**src/rtl/conv_result_streamer_pkg.sv**
```systemverilog
// Shared definitions for the convolution result path: matrix geometry,
// streamer state encoding and the packed-element offset helper.
package conv_pkg;

  localparam int unsigned MAX_DIM    = 5;
  localparam int unsigned ELEM_WIDTH = 8;
  localparam int unsigned MAT_W      = MAX_DIM * MAX_DIM * ELEM_WIDTH;

  // Dimension limit in the 3-bit width used by the row/column indices.
  localparam logic [2:0]  DIM_MAX_U3 = 3'(MAX_DIM);

  typedef enum logic [1:0] {
    ST_IDLE   = 2'd0,
    ST_STREAM = 2'd1,
    ST_DONE   = 2'd2
  } stream_state_t;

  // Bit offset of element (r,c) inside the packed row-major matrix.
  function automatic int unsigned elem_offset(input int unsigned r,
                                              input int unsigned c);
    return (r * MAX_DIM + c) * ELEM_WIDTH;
  endfunction

endpackage

```
**src/rtl/conv_result_streamer_if.sv**
```systemverilog
// Element stream between the result streamer and its consumer.
interface conv_result_streamer_if;
  import conv_pkg::*;

  logic                  out_valid;
  logic                  out_ready;
  logic [ELEM_WIDTH-1:0] out_data;
  logic [2:0]            out_row;
  logic [2:0]            out_col;
  logic                  out_last;

  modport master (
    output out_valid,
    output out_data,
    output out_row,
    output out_col,
    output out_last,
    input  out_ready
  );

  modport slave (
    input  out_valid,
    input  out_data,
    input  out_row,
    input  out_col,
    input  out_last,
    output out_ready
  );

endinterface

```
**src/rtl/rc_index_counter.sv**
```systemverilog
// Row-major row/column walker with runtime limits. Row, column and the
// last-element flag are all registered; the next position is exported
// combinationally so the owner can prefetch the matching element.
module rc_index_counter (
  input  logic       clk,
  input  logic       reset,
  input  logic       i_clear,
  input  logic       i_en,
  input  logic [2:0] i_m,
  input  logic [2:0] i_n,
  output logic [2:0] o_row,
  output logic [2:0] o_col,
  output logic       o_last,
  output logic       o_wrap,
  output logic [2:0] o_nxt_row,
  output logic [2:0] o_nxt_col
);

  logic [2:0] r_row;
  logic [2:0] r_col;
  logic       r_last;
  logic       w_col_end;
  logic [2:0] w_nxt_row;
  logic [2:0] w_nxt_col;
  logic       w_nxt_last;

  // Next position: column wraps to 0 and row advances at the end of a row.
  always_comb begin
    w_col_end  = (r_col == (i_n - 3'd1));
    w_nxt_col  = w_col_end ? 3'd0 : (r_col + 3'd1);
    w_nxt_row  = w_col_end ? (r_row + 3'd1) : r_row;
    w_nxt_last = (w_nxt_row == (i_m - 3'd1)) && (w_nxt_col == (i_n - 3'd1));
  end

  // Position registers: clear restarts at (0,0), enable steps one element.
  always_ff @(posedge clk) begin
    if (!reset) begin
      r_row  <= 3'd0;
      r_col  <= 3'd0;
      r_last <= 1'b0;
    end else if (i_clear) begin
      r_row  <= 3'd0;
      r_col  <= 3'd0;
      r_last <= (i_m == 3'd1) && (i_n == 3'd1);
    end else if (i_en) begin
      r_row  <= w_nxt_row;
      r_col  <= w_nxt_col;
      r_last <= w_nxt_last;
    end
  end

  assign o_row     = r_row;
  assign o_col     = r_col;
  assign o_last    = r_last;
  assign o_wrap    = w_col_end;
  assign o_nxt_row = w_nxt_row;
  assign o_nxt_col = w_nxt_col;

endmodule

```
**src/rtl/conv_result_streamer.sv**
```systemverilog
// Serializes a captured packed result matrix into one element per beat,
// row-major, over a valid/ready stream, flagging the final element.
module conv_result_streamer
  import conv_pkg::*;
(
  input  logic                   clk,
  input  logic                   reset,
  input  logic                   start,
  input  logic                   src_valid,
  input  logic [2:0]             src_m,
  input  logic [2:0]             src_n,
  input  logic [MAT_W-1:0]       src_matrix,
  output logic                   busy,
  output logic                   err,
  output logic                   done,
  output logic [4:0]             beat_count,
  conv_result_streamer_if.master out_if
);

  stream_state_t         r_state;
  stream_state_t         w_state_nxt;
  logic                  w_accept;
  logic                  w_reject;
  logic                  w_beat;

  logic [MAT_W-1:0]      r_mat;
  logic [2:0]            r_m;
  logic [2:0]            r_n;
  logic                  r_busy;
  logic                  r_err;
  logic                  r_done;
  logic                  r_out_valid;
  logic [ELEM_WIDTH-1:0] r_out_data;
  logic [4:0]            r_beat_count;

  logic [2:0]            w_lim_m;
  logic [2:0]            w_lim_n;
  logic [2:0]            w_row;
  logic [2:0]            w_col;
  logic                  w_last;
  logic                  w_wrap;
  logic [2:0]            w_nxt_row;
  logic [2:0]            w_nxt_col;
  logic                  w_dims_ok;

  // 25:1 element select from the packed matrix; out-of-range indices give 0.
  function automatic logic [ELEM_WIDTH-1:0] elem_sel(input logic [MAT_W-1:0] mat,
                                                     input logic [2:0]       r,
                                                     input logic [2:0]       c);
    logic [ELEM_WIDTH-1:0] v;
    v = '0;
    for (int unsigned i = 0; i < MAX_DIM; i++) begin
      for (int unsigned j = 0; j < MAX_DIM; j++) begin
        if ((r == i[2:0]) && (c == j[2:0])) begin
          v = mat[elem_offset(i, j) +: ELEM_WIDTH];
        end
      end
    end
    return v;
  endfunction

  assign w_dims_ok = (src_m != 3'd0) && (src_m <= DIM_MAX_U3) &&
                     (src_n != 3'd0) && (src_n <= DIM_MAX_U3);

  // While idle the counter is loaded from the live source dimensions;
  // afterwards it runs against the captured ones.
  assign w_lim_m = (r_state == ST_IDLE) ? src_m : r_m;
  assign w_lim_n = (r_state == ST_IDLE) ? src_n : r_n;

  rc_index_counter u_idx (
    .clk       (clk),
    .reset     (reset),
    .i_clear   (w_accept),
    .i_en      (w_beat && !w_last),
    .i_m       (w_lim_m),
    .i_n       (w_lim_n),
    .o_row     (w_row),
    .o_col     (w_col),
    .o_last    (w_last),
    .o_wrap    (w_wrap),
    .o_nxt_row (w_nxt_row),
    .o_nxt_col (w_nxt_col)
  );

  // Next-state and handshake decode; start outside IDLE is ignored silently.
  always_comb begin
    w_state_nxt = r_state;
    w_accept    = 1'b0;
    w_reject    = 1'b0;
    w_beat      = 1'b0;
    case (r_state)
      ST_IDLE: begin
        if (start) begin
          if (src_valid && w_dims_ok) begin
            w_accept    = 1'b1;
            w_state_nxt = ST_STREAM;
          end else begin
            w_reject    = 1'b1;
          end
        end
      end
      ST_STREAM: begin
        w_beat = r_out_valid && out_if.out_ready;
        if (w_beat && w_last) begin
          w_state_nxt = ST_DONE;
        end
      end
      ST_DONE: begin
        w_state_nxt = ST_IDLE;
      end
      default: begin
        w_state_nxt = ST_IDLE;
      end
    endcase
  end

  // State register.
  always_ff @(posedge clk) begin
    if (!reset) begin
      r_state <= ST_IDLE;
    end else begin
      r_state <= w_state_nxt;
    end
  end

  // Status outputs registered from the upcoming state.
  always_ff @(posedge clk) begin
    if (!reset) begin
      r_busy      <= 1'b0;
      r_err       <= 1'b0;
      r_done      <= 1'b0;
      r_out_valid <= 1'b0;
    end else begin
      r_busy      <= (w_state_nxt == ST_STREAM) || (w_state_nxt == ST_DONE);
      r_err       <= w_reject;
      r_done      <= (w_state_nxt == ST_DONE);
      r_out_valid <= (w_state_nxt == ST_STREAM);
    end
  end

  // Shadow capture, beat counting and element prefetch for the next beat.
  always_ff @(posedge clk) begin
    if (!reset) begin
      r_mat        <= '0;
      r_m          <= 3'd0;
      r_n          <= 3'd0;
      r_out_data   <= '0;
      r_beat_count <= 5'd0;
    end else if (w_accept) begin
      r_mat        <= src_matrix;
      r_m          <= src_m;
      r_n          <= src_n;
      r_out_data   <= src_matrix[ELEM_WIDTH-1:0];
      r_beat_count <= 5'd0;
    end else if (w_beat) begin
      r_beat_count <= r_beat_count + 5'd1;
      if (!w_last) begin
        r_out_data <= elem_sel(r_mat, w_nxt_row, w_nxt_col);
      end
    end
  end

  assign busy             = r_busy;
  assign err              = r_err;
  assign done             = r_done;
  assign beat_count       = r_beat_count;
  assign out_if.out_valid = r_out_valid;
  assign out_if.out_data  = r_out_data;
  assign out_if.out_row   = w_row;
  assign out_if.out_col   = w_col;
  assign out_if.out_last  = w_last;

  logic w_unused;
  assign w_unused = w_wrap;

endmodule
```
**src/flat_wrapper.sv**
```systemverilog
// flat-port wrapper written by rule: the top's interface ports become plain ports
module conv_result_streamer_flat import conv_pkg::*;
  (clk, reset, start, src_valid, src_m, src_n, src_matrix, busy, err, done, beat_count, out_if_out_valid, out_if_out_data, out_if_out_row, out_if_out_col, out_if_out_last, out_if_out_ready);
  conv_result_streamer_if out_if_i ();
  input  logic clk;
  input  logic reset;
  input  logic start;
  input  logic src_valid;
  input  logic [2:0] src_m;
  input  logic [2:0] src_n;
  input  logic [MAT_W-1:0] src_matrix;
  output logic busy;
  output logic err;
  output logic done;
  output logic [4:0] beat_count;
  output wire logic [$bits(out_if_i.out_valid)-1:0] out_if_out_valid;
  output wire logic [$bits(out_if_i.out_data)-1:0] out_if_out_data;
  output wire logic [$bits(out_if_i.out_row)-1:0] out_if_out_row;
  output wire logic [$bits(out_if_i.out_col)-1:0] out_if_out_col;
  output wire logic [$bits(out_if_i.out_last)-1:0] out_if_out_last;
  input wire logic [$bits(out_if_i.out_ready)-1:0] out_if_out_ready;
  assign out_if_out_valid = out_if_i.out_valid;
  assign out_if_out_data = out_if_i.out_data;
  assign out_if_out_row = out_if_i.out_row;
  assign out_if_out_col = out_if_i.out_col;
  assign out_if_out_last = out_if_i.out_last;
  assign out_if_i.out_ready = out_if_out_ready;
  conv_result_streamer u_core (.clk(clk), .reset(reset), .start(start), .src_valid(src_valid), .src_m(src_m), .src_n(src_n), .src_matrix(src_matrix), .busy(busy), .err(err), .done(done), .beat_count(beat_count), .out_if(out_if_i));
endmodule
```
**config.mk**
```make
export PLATFORM = sky130hd
export DESIGN_NAME = conv_result_streamer_flat
export DESIGN_NICKNAME = d
export VERILOG_FILES = /design/src/rtl/conv_result_streamer_pkg.sv /design/src/rtl/conv_result_streamer_if.sv /design/src/rtl/rc_index_counter.sv /design/src/rtl/conv_result_streamer.sv /design/src/flat_wrapper.sv
export SDC_FILE = /design/constraint.sdc
export NUM_CORES = 1
export LEC_CHECK = 0
export CORE_MARGIN = 5
export CORE_UTILIZATION = 27
export DETAILED_ROUTE_END_ITERATION = 8
export SLEW_MARGIN = 5
export SYNTH_ARGS = -nofsm -noshare
export SYNTH_HDL_FRONTEND = slang
export SYNTH_HIERARCHICAL = 1
export SYNTH_SLANG_ARGS = --single-unit
```
**constraint.sdc**
```tcl
create_clock -name clk -period 5.4 [get_ports clk]
set_input_delay 1.62 -clock clk [delete_from_list [all_inputs] [get_ports clk]]
set_output_delay 1.62 -clock clk [all_outputs]
set_load 0.03 [all_outputs]
```
==> flow_metrics.env <==
export IMPL_fill_cells=4260
export IMPL_vias=10800
export IMPL_drive_gt1_frac=0.1105
export IMPL_clk_latency_ns=0.55
export IMPL_setup_slack_ns=0.3454
export IMPL_synth_edf_count=0
export IMPL_slew_viol_final=0
export IMPL_async_flop_share=0
export IMPL_gp_congestion=0.8788
export IMPL_maxCapViolations=0
export IMPL_drc=0
export IMPL_post_place_ws_ns=-0.1452
export IMPL_max_slew_worst_pin_slew_ns=0.9646
export IMPL_syn_area_per_cell_um2=7.808
export IMPL_via_per_inst=4.852
export IMPL_cp_end_kind="flop"
export IMPL_setup_viol=0
export IMPL_slew_headroom=0.3569
export IMPL_finalInstanceArea_um2=15380
export IMPL_finalHoldViolations=0
export IMPL_ctsHoldBuffers=0
export IMPL_leakage_nw=5.467
export IMPL_ys_ff_latch=232
export IMPL_grt_pass1_vias=10690
export IMPL_cts_resized=0
export IMPL_synth_top_area_frac=0.4162
export IMPL_area_delta_synth_final_pct=37.84
export IMPL_synth_top_area_cell="dfxtp_1"
export IMPL_fin_nets=1893
export IMPL_die_area_um2=45490
export IMPL_initialDrtViolationCount=796
export IMPL_skew_ns=0.02202
export IMPL_min_path_type="reg -> reg"
export IMPL_grtUsageTotal=0.1723
export IMPL_die_x_um=213.3
export IMPL_cp_data_arrival_time_ns=5.51
export IMPL_crit_type="in -> reg"
export IMPL_die_height_um=213.3
export IMPL_htreeDepth=1
export IMPL_rsz0062_at_grt="no"
export IMPL_firstDrtPassIters=5
export IMPL_synth_cell_type_count=75
export IMPL_hpwl_um=31410
export IMPL_status="finished clean"
export IMPL_postSynthCellCount=1429
export IMPL_yosysSeqAreaShare=0.4162
export IMPL_yosys_top_cells_area="dfxtp_1 (42%), nand2_1 (16%), a21boi_0 (8.4%)"
export IMPL_synth_area_um2=11160
export IMPL_power_density_nw_per_um2=278.1
export IMPL_cts_sinks=232
export IMPL_antenna_found_initial=1
export IMPL_pin_count=235
export IMPL_rows=74
export IMPL_initial_core_util=0.2733
export IMPL_dpl_cell_area_um2=14450
export IMPL_grt_overflow=0
export IMPL_final_antenna_net_count=0
export IMPL_r2r_cells=16
export IMPL_grt_max_degree=95
export IMPL_syn_nets=1649
export IMPL_grt_pass1_wl_um=61560
export IMPL_cts_tree="yes"
export IMPL_wirelength_um=41260
export IMPL_cts_buffer_depth=3
export IMPL_crit_fanout=7
export IMPL_cts_root_buf="clkbuf_16"
export IMPL_io_buffer_count=234
export IMPL_post_route_period_util=0.9360
export IMPL_synth_main_ff_cell="dfxtp_1"
export IMPL_ir_drop_mv=0.1590
export IMPL_fmax_mhz=197.8
export IMPL_wire_per_inst_um=18.54
export IMPL_cts_buffers=27
export IMPL_core_area_um2=40830
export IMPL_clk_pin_slew_ns=0.06
export IMPL_hold_depth=2
export IMPL_critPathRequiredTime_ns=5.85
export IMPL_post_cts_buffers=0
export IMPL_num_antenna_cells=0
export IMPL_cp_start_kind="primary input"
export IMPL_synth_warnings=6
export IMPL_final_min_clock_period_ns=5.055
[power by group]
group	total, W	leakage, nW	internal [W]	switching [W]
Clock	0.00191	0.457	0.00118	0.000734
Sequential	0.00181	1.88	0.00177	0.0000381
Combinational	0.000554	3.13	0.000285	0.000269
Total	0.00428	5.47	0.00324	0.00104
[stage by stage]
step,power (W),utilization,hold slack (ns),TNS [ns],std cells
final,0.004277,0.3767,0.4548,0,2225
after global placement,0.002398,0.3539,0.4406,-0.1832,2176
after global routing,0.004446,0.3767,0.4689,0,2225
after detailed placement,0.002402,0.3539,0.4442,-0.3771,2176
after CTS,0.004324,0.3767,0.4533,0,2225
after floorplan,0.002096,-,0.4318,0,1429
[cells in the final DEF (no fill, tap or decap), types with 7 or more instances in the layout]
cell type        Yosys  routed
a21oi_1            119     119
a22oi_1             12      12
nand2b_1            10      10
ha_1                 9       9
dfxtp_1            232     232
inv_1               21      19
xnor2_1              8       8
nand3_1             11      11
nand2_1            461     461
xor2_1              11      11
o21ai_0             44      44
mux2i_1              9       9
mux2_2              25      25
nand4_1              8       8
clkbuf_16            0      27
a221oi_1             8       8
nor4_1               7       7
nor2b_1             10      10
nor3_1              12      12
buf_4                1      90
clkdlybuf4s50_1      0     233
and2_1               8       8
mux4_2               8       8
o22ai_1             15      15
nor2_1              51      49
a21boi_0           125     125
o211ai_1             7       7
[path summary, 6_finish.rpt]
path | startpoint | to | slack [ns]
worst min-delay path | u_core/r_mat[46] | u_core/r_mat[46] | 0.45
worst max-delay path | src_n[0] | u_core/out_if.out_data[0] | 0.35
worst min register to register | u_core/r_mat[46] | u_core/r_mat[46] | 0.45
worst max register to register | u_core/r_state[1] | u_core/out_if.out_data[0] | 0.93
[cells in the mapped netlist, types with 8 or more instances]
cell type  number
dfxtp_1       232
o21ai_0        44
nor2b_1        10
o22ai_1        15
nor2_1         51
nand3_1        11
a21oi_1       119
buf_2          20
xnor2_1         8
xor2_1         11
inv_1          21
ha_1            9
clkbuf_1       81
a21boi_0      125
nand2b_1       10
a22oi_1        12
and2_1          8
nand2_1       461
mux2_2         25
mux2i_1         9
nand4_1         8
mux4_2          8
nor3_1         12
a221oi_1        8
[metal layers]
metal	track usage	part of all wire	routed length (µm)
met5	0	0.00032	13
met4	0.03399	0.019	793
met1	0.2423	0.46	18850
met3	0.02821	0.057	2338
met2	0.2815	0.47	19270
[logic make-up after synthesis]
logic type | after synthesis | synth area share
and+or+nand+nor | 615 | 0.2355
AOI/OAI and AO/OA | 379 | 0.2235
DFF | 232 | 0.4162
buffers and inverters | 132 | 0.04833
muxes | 42 | 0.04945
xor gates and xnor gates | 20 | 0.01693
adders and majority gates | 9 | 0.01009
[final cells by class]
| type | instances | area, µm² | area share |
|---|---|---|---|
| Sequential cell | 232 | 4644 | 0.3020 |
| Tap cell | 532 | 665.6 | 0.04328 |
| Clock inverter | 11 | 165.2 | 0.01074 |
| Inverter | 21 | 83.83 | 0.005450 |
| Timing Repair Buffer | 326 | 3068 | 0.1995 |
| Multi-Input combinational cell | 1065 | 5987 | 0.3892 |
| Clock buffer | 38 | 767.0 | 0.04987 |
[critical path, stage by stage]
cell and delay [ns]:
clkdlybuf4s50_1 0.42, mux2_2 0.29, inv_1 0.09, ha_1 0.26
xor2_1 0.19, and3_4 0.29, nand2_1 0.12, xnor2_1 0.16
buf_4 0.18, buf_4 0.17, nor4b_2 0.16, buf_4 0.16
o21ai_0 0.34, o311ai_0 0.20, or4_1 0.61, a221oi_2 0.26
[flip-flops by register name, summed over array words and instances, names as in the netlist]
signal,count
u_core/u_idx/o_col,3
u_core/err,1
u_core/u_idx/o_last,1
u_core/out_if.out_data,8
u_core/busy,1
u_core/r_state,2
u_core/beat_count,5
u_core/r_mat,200
u_core/r_m,3
u_core/out_if.out_valid,1
u_core/done,1
u_core/u_idx/o_row,3
u_core/r_n,3
No activity file was read; power rests on OpenSTA's default activity.
==> edit 1: new RTL, same flow settings <==
Encoding of `stream_state_t`: now one-hot (3 bits for 3 states).
--- a/src/rtl/conv_result_streamer_pkg.sv
+++ b/src/rtl/conv_result_streamer_pkg.sv
@@ -9,10 +9,10 @@
   // Dimension limit in the 3-bit width used by the row/column indices.
   localparam logic [2:0]  DIM_MAX_U3 = 3'(MAX_DIM);
 
-  typedef enum logic [1:0] {
-    ST_IDLE   = 2'd0,
-    ST_STREAM = 2'd1,
-    ST_DONE   = 2'd2
+  typedef enum logic [2:0] {
+    ST_IDLE   = 3'b001,
+    ST_STREAM = 3'b010,
+    ST_DONE   = 3'b100
   } stream_state_t;
 
   // Bit offset of element (r,c) inside the packed row-major matrix.
Behaviour: same outputs for any inputs over 4 cycles, from zero or initial values and one cycle with reset low; so few cycles prove little.
==> edit 1 against the original RTL <==
Routed wire length is 1.8% higher; synthesized area rose by 2.2%; fmax is essentially flat; cell count decreased by 1.4%; total power decreased by 4.0%; design area is 1.0% higher; worst setup slack improved by 0.0010 ns; largest cell class unchanged; critical path type unchanged; clock skew fell by 0.013 ns; register-to-register slack improved by 0.07 ns; core utilization is 0.54 points lower; global-route usage up 0.085 points; via count decreased by 0.28%; sequential cell count rose by 1.
==> edit 1: results (changes against the original RTL) <==
stage;metric;value;unit;change
logic_synthesis;yosys-top-cells-count;463 x nand2_1, 233 x dfxtp_1, 165 x a21boi_0, 57 x clkbuf_1, 43 x buf_2;;
logic_synthesis;synth_ff_type;dfxtp_1;;
placement;place_hpwl;31.8;mm;+1.3%
detailed_routing;drc;0;;unchanged
timing;fin_skew;0.00891;ns;-0.0131 ns
clock_network;path_clk_slew;0.06;ns;about the same
logic_synthesis;syn_inst;1396;;-2.3%
setup_path;path_max_fanout;9;;+2
setup_path;cp.arrival;5.49;ns;-0.02 ns
placement;globalplace.congestion;0.891;;+1.4%
cells_and_area;layout.nets;1856;;-2.0%
detailed_routing;wl_per_cell;19.2;um;+3.3%
run_status;outcome;complete, no violations;;
clock_network;root_buffer;clkbuf_16;;
clock_network;htreeDepth;1;;unchanged
logic_synthesis;syn-num-nets;1614;;-2.1%
clock_network;clk_path_buf_depth;3;;unchanged
global_routing;globalRouteTotalUtil;0.173;;+0.000852
placement;io_buffers;234;;unchanged
power_and_ir_drop;peakVddDrop;0.182;mV;+14%
detailed_routing;drt_pass1_iterations;5;;unchanged
detailed_routing;vias_per_cell;4.91;;+1.1%
placement;numPlacedInstances;2148;;-1.3%
global_routing;grt_max_degree;141;;+48%
cells_and_area;drive_gt1_frac;0.106;;-0.00411
min_path;hold_class;reg -> reg;;
logic_synthesis;yosys-top-cells-area;dfxtp_1 41%, nand2_1 15%, a21boi_0 11%, a21boi_1 2.8%, mux4_2 2.4%;;
cells_and_area;largest_register_ffs;200;;unchanged
timing;slew_headroom;0.404;;+0.0474
placement;place_ws;-0.191;ns;-0.0462 ns
logic_synthesis;synth_cell_types;82;;+9.3%
clock_network;cts_buffers;27;;unchanged
placement;placed_area;14700;um^2;+1.9%
logic_synthesis;yosysWarnings;6;;unchanged
power_and_ir_drop;cellLeakagePower;5.55;nW;+1.5%
logic_synthesis;ys_seq_area_frac;0.409;;-0.00715
cells_and_area;fillers;4329;;+1.6%
clock_network;post_cts_buffers;0;;unchanged
cells_and_area;largest_register;u_core/r_mat;;
global_routing;antenna_found_initial;1;;unchanged
cells_and_area;antenna_cells;0;;unchanged
logic_synthesis;async_reset_ff_frac;0;;unchanged
detailed_routing;drt_iter0_markers;805;;+1.1%
global_routing;grt_pass1_wl;64.1;mm;+4.0%
detailed_routing;route.vias.total;10800;;-0.28%
cells_and_area;multi_input_area;6200;um^2;+3.5%
clock_network;post_cts_resized;0;;unchanged
[edit 1: cell types whose count changed in the layout (fill, tap and decap cells not counted), sizes merged, moves of 5 or more]
cell and change:
mux2 -14, mux2i +16, nor2 -13, o21ai -11
a21oi -88, nor3 -5, a21boi +82, a22oi -5
inv -7
[edit 1: cells by family (layout without fill, tap and decap cells)]
family                   Yosys count  count (layout)  share of synthesized area
AO/OA/AOI/OAI                    364             364                      0.232
multiplexers                      48              48                     0.0565
adder cells (fa/ha/maj)            7               7                    0.00768
buffers and inverters            125             384                     0.0492
AND/OR/NAND/NOR                  597             597                      0.227
flip-flops                       233             233                      0.409
XOR/XNOR                          22              22                     0.0181
[edit 1: path summary, 6_finish.rpt]
| check | from | endpoint | slack, ns | cells after the start |
|---|---|---|---|---|
| hold reg to reg | u_core/r_mat[0] | u_core/r_mat[0] | 0.46 | 2 |
| hold / removal | u_core/r_mat[0] | u_core/r_mat[0] | 0.46 | 2 |
| setup / recovery | src_n[0] | u_core/out_if.out_data[2] | 0.35 | 15 |
| setup reg to reg | u_core/r_state[1] | u_core/out_if.out_data[2] | 1.00 | 15 |
[edit 1: layout make-up]
| type | instances | area share |
|---|---|---|
| flip-flops and latches | 233 | 0.300 |
| inverters | 15 | 0.00394 |
| well taps | 539 | 0.0434 |
| multi-input cells | 1038 | 0.399 |
| clock buffers | 36 | 0.0476 |
| clock inverters | 10 | 0.00523 |
| repair buffers | 323 | 0.201 |
[edit 1: worst max-delay path, cell delays in order]
cell             delay (ns)
clkdlybuf4s50_1        0.42
mux2_2                 0.29
inv_1                  0.09
ha_1                   0.26
xor2_1                 0.19
and3_4                 0.30
mux2_2                 0.44
buf_4                  0.20
nor4b_2                0.55
buf_4                  0.20
nand2_1                0.07
o22ai_1                0.34
or3_1                  0.22
a21oi_1                0.06
o31a_1                 0.24
[edit 1: per-stage QoR]
step                      setup TNS, ns  total power, W
final                                 0         0.00410
after global routing                  0         0.00427
after CTS                             0         0.00414
after detailed placement         -0.331         0.00241
after global placement           -0.274         0.00241
after floorplan                       0         0.00211
[edit 1: power by group]
group	internal, W	total [W]	switching (W)
Clock	0.00100	0.00173	0.000729
Sequential	0.00178	0.00182	0.0000408
Combinational	0.000295	0.000555	0.000260
Total	0.00307	0.00410	0.00103
[edit 1: layer usage]
metal / GRT usage / part of all wire
met5: 0 / 0.00031
met2: 0.287 / 0.47
met3: 0.0324 / 0.059
met1: 0.235 / 0.45
met4: 0.0414 / 0.026
==> edit 2: new RTL, same settings <==
Without the edit above. Change the package constant `MAX_DIM` from 5 to 10.
--- a/src/rtl/conv_result_streamer_pkg.sv
+++ b/src/rtl/conv_result_streamer_pkg.sv
@@ -2,7 +2,7 @@
 // streamer state encoding and the packed-element offset helper.
 package conv_pkg;
 
-  localparam int unsigned MAX_DIM    = 5;
+  localparam int unsigned MAX_DIM    = 10;
   localparam int unsigned ELEM_WIDTH = 8;
   localparam int unsigned MAT_W      = MAX_DIM * MAX_DIM * ELEM_WIDTH;
 
Ports: changed (resized src_matrix); port bits go from 235 to 835. The function was not compared with the original's and may differ.
==> edit 2 against the original RTL <==
The run now ends with setup timing left; clock skew increased by 0.0040 ns; global-route usage up 7.5 points; design area up 150%; non-clock buffer count rose by 628; fmax is 6.5% lower; combinational power rose by 73%; synthesized area is 130% higher; worst setup slack got worse by 0.35 ns; total power up 140%; routed wire length rose to 3.3 times the old value; count of clock-buffer cells in the layout up 65; sequential cell count grew 312; synthesized cell count rose by 130%; critical path type unchanged; largest cell class unchanged; highest routed layer unchanged.
==> edit 2: results (changes against the original RTL) <==
stage;metric;value;unit;change
placement;numPlacedInstances;5279;;+140%
cells_and_area;seqCellArea;10900;um^2;+130%
cells_and_area;n_clock_buffer;103;;+170%
cells_and_area;post-route-util;0.396;;+0.0198
logic_synthesis;syn-num-nets;4158;;+150%
timing;fin_skew;0.0260;ns;+0.00400 ns
detailed_routing;wl_per_cell;24.8;um;+34%
cells_and_area;drive_gt1_frac;0.144;;+0.0335
cells_and_area;largest_register_ffs;512;;+160%
setup_path;crit_end;u_core/out_if.out_data[2];;
logic_synthesis;ys_seq_area_frac;0.416;;about the same
placement;io_buffers;554;;+140%
logic_synthesis;synthAdderAreaFrac;0.00431;;-0.00579
timing;setup_tns;-0.00517;ns;-0.00517 ns
placement;place_ws;-0.985;ns;-0.840 ns
detailed_routing;met1_length;56.5;mm;+200%
cells_and_area;multi_input_area_share;0.371;;-0.0181
power_and_ir_drop;switchingPower;0.00236;W;+130%
logic_synthesis;synth_mux_area_frac;0.0330;;-0.0165
detailed_routing;wl_met2;61.0;mm;+220%
global_routing;antenna_found_initial;59;;+58
logic_synthesis;synth_compound_area_frac;0.272;;+0.0481
cells_and_area;buffers;954;;+190%
clock_network;insertion_delay;0.63;ns;+0.08 ns
setup_path;path_max_fanout;9;;+2
run_status;outcome;finished with violations;;
floorplan;start_util;0.271;;-0.00206
logic_synthesis;syn_avg_cell_area;7.83;um^2;+0.33%
setup_path;cp.arrival;5.98;ns;+0.47 ns
global_routing;gr-usage-met3;0.0753;;+0.0471
setup_path;critical_path.top_delay_family;compound AO/OA/AOI/OAI gates;;
logic_synthesis;yosys-top-cells-count;1139 x nand2_1, 544 x dfxtp_1, 519 x a21boi_0, 201 x clkbuf_1, 99 x a21oi_1;;
setup_path;regToRegSetupSlack;0.79;ns;-0.14 ns
global_routing;gr-usage-met2;0.395;;+0.114
cells_and_area;clkCellAreaFrac;0.0653;;+0.00473
setup_path;crit_path_top_delay_cell;or4b_4;;
cells_and_area;inverters;15;;-29%
cells_and_area;antenna_cells;26;;+26
global_routing;grt_max_degree;207;;+120%
cells_and_area;layout.nets;4905;;+160%
detailed_routing;route.vias.total;27600;;+160%
setup_path;r2r_start;u_core/r_state[0];;
cells_and_area;final-nonclk-buf-share;0.234;;+0.0340
global_routing;grt_pass1_wl;188;mm;+210%
global_routing;use_met1;0.319;;+0.0763
power_and_ir_drop;peakVddDrop;0.220;mV;+38%
logic_synthesis;synth_xor_area_frac;0.00789;;-0.00904
global_routing;grt_pass1_vias;26800;;+150%
placement;globalplace.congestion;0.958;;+9.0%
setup_path;reg2regPathDepth;19;;+3
detailed_routing;routed-wl-met3;12.6;mm;+440%
run_status;violations;setup timing;;
timing;setup_viol;1;;+1
timing;fin_ws;-0.00517;ns;-0.351 ns
clock_network;cts_buffers;70;;+160%
cells_and_area;nMultiInputCombCells;2500;;+130%
detailed_routing;drt_iter0_markers;2606;;+230%
global_routing;globalRouteTotalUtil;0.248;;+0.0755
floorplan;die_x;321;um;+51%
cells_and_area;fillers;10100;;+140%
[edit 2: how the worst min path moves through the flow]
stage                            from                 to  slack [ns]  cells after the start
floorplan           u_core/r_mat[291]  u_core/r_mat[291]        0.44                      2
global route        u_core/r_mat[319]  u_core/r_mat[319]        0.48                      2
global placement    u_core/r_mat[290]  u_core/r_mat[290]        0.45                      2
finish              u_core/r_mat[610]  u_core/r_mat[610]        0.46                      2
CTS                 u_core/r_mat[610]  u_core/r_mat[610]        0.46                      2
detailed placement  u_core/r_mat[314]  u_core/r_mat[314]        0.46                      2
[edit 2: repair_timing]
action                                  in CTS  in global routing
cloned                                       0                  1
pin swaps                                    1                 11
endpoints found under the setup margin       7                  8
setup buffers                                1                  8
gates resized for setup                      6                 40
[edit 2: power groups by stage]
stage	clock [W]	combinational, W	sequential (W)
finish	0.00506	0.000956	0.00407
global route	0.00532	0.00101	0.00407
CTS	0.00517	0.000937	0.00407
detailed placement	0	0.000930	0.00416
global placement	0	0.000932	0.00416
floorplan	0	0.000301	0.00415
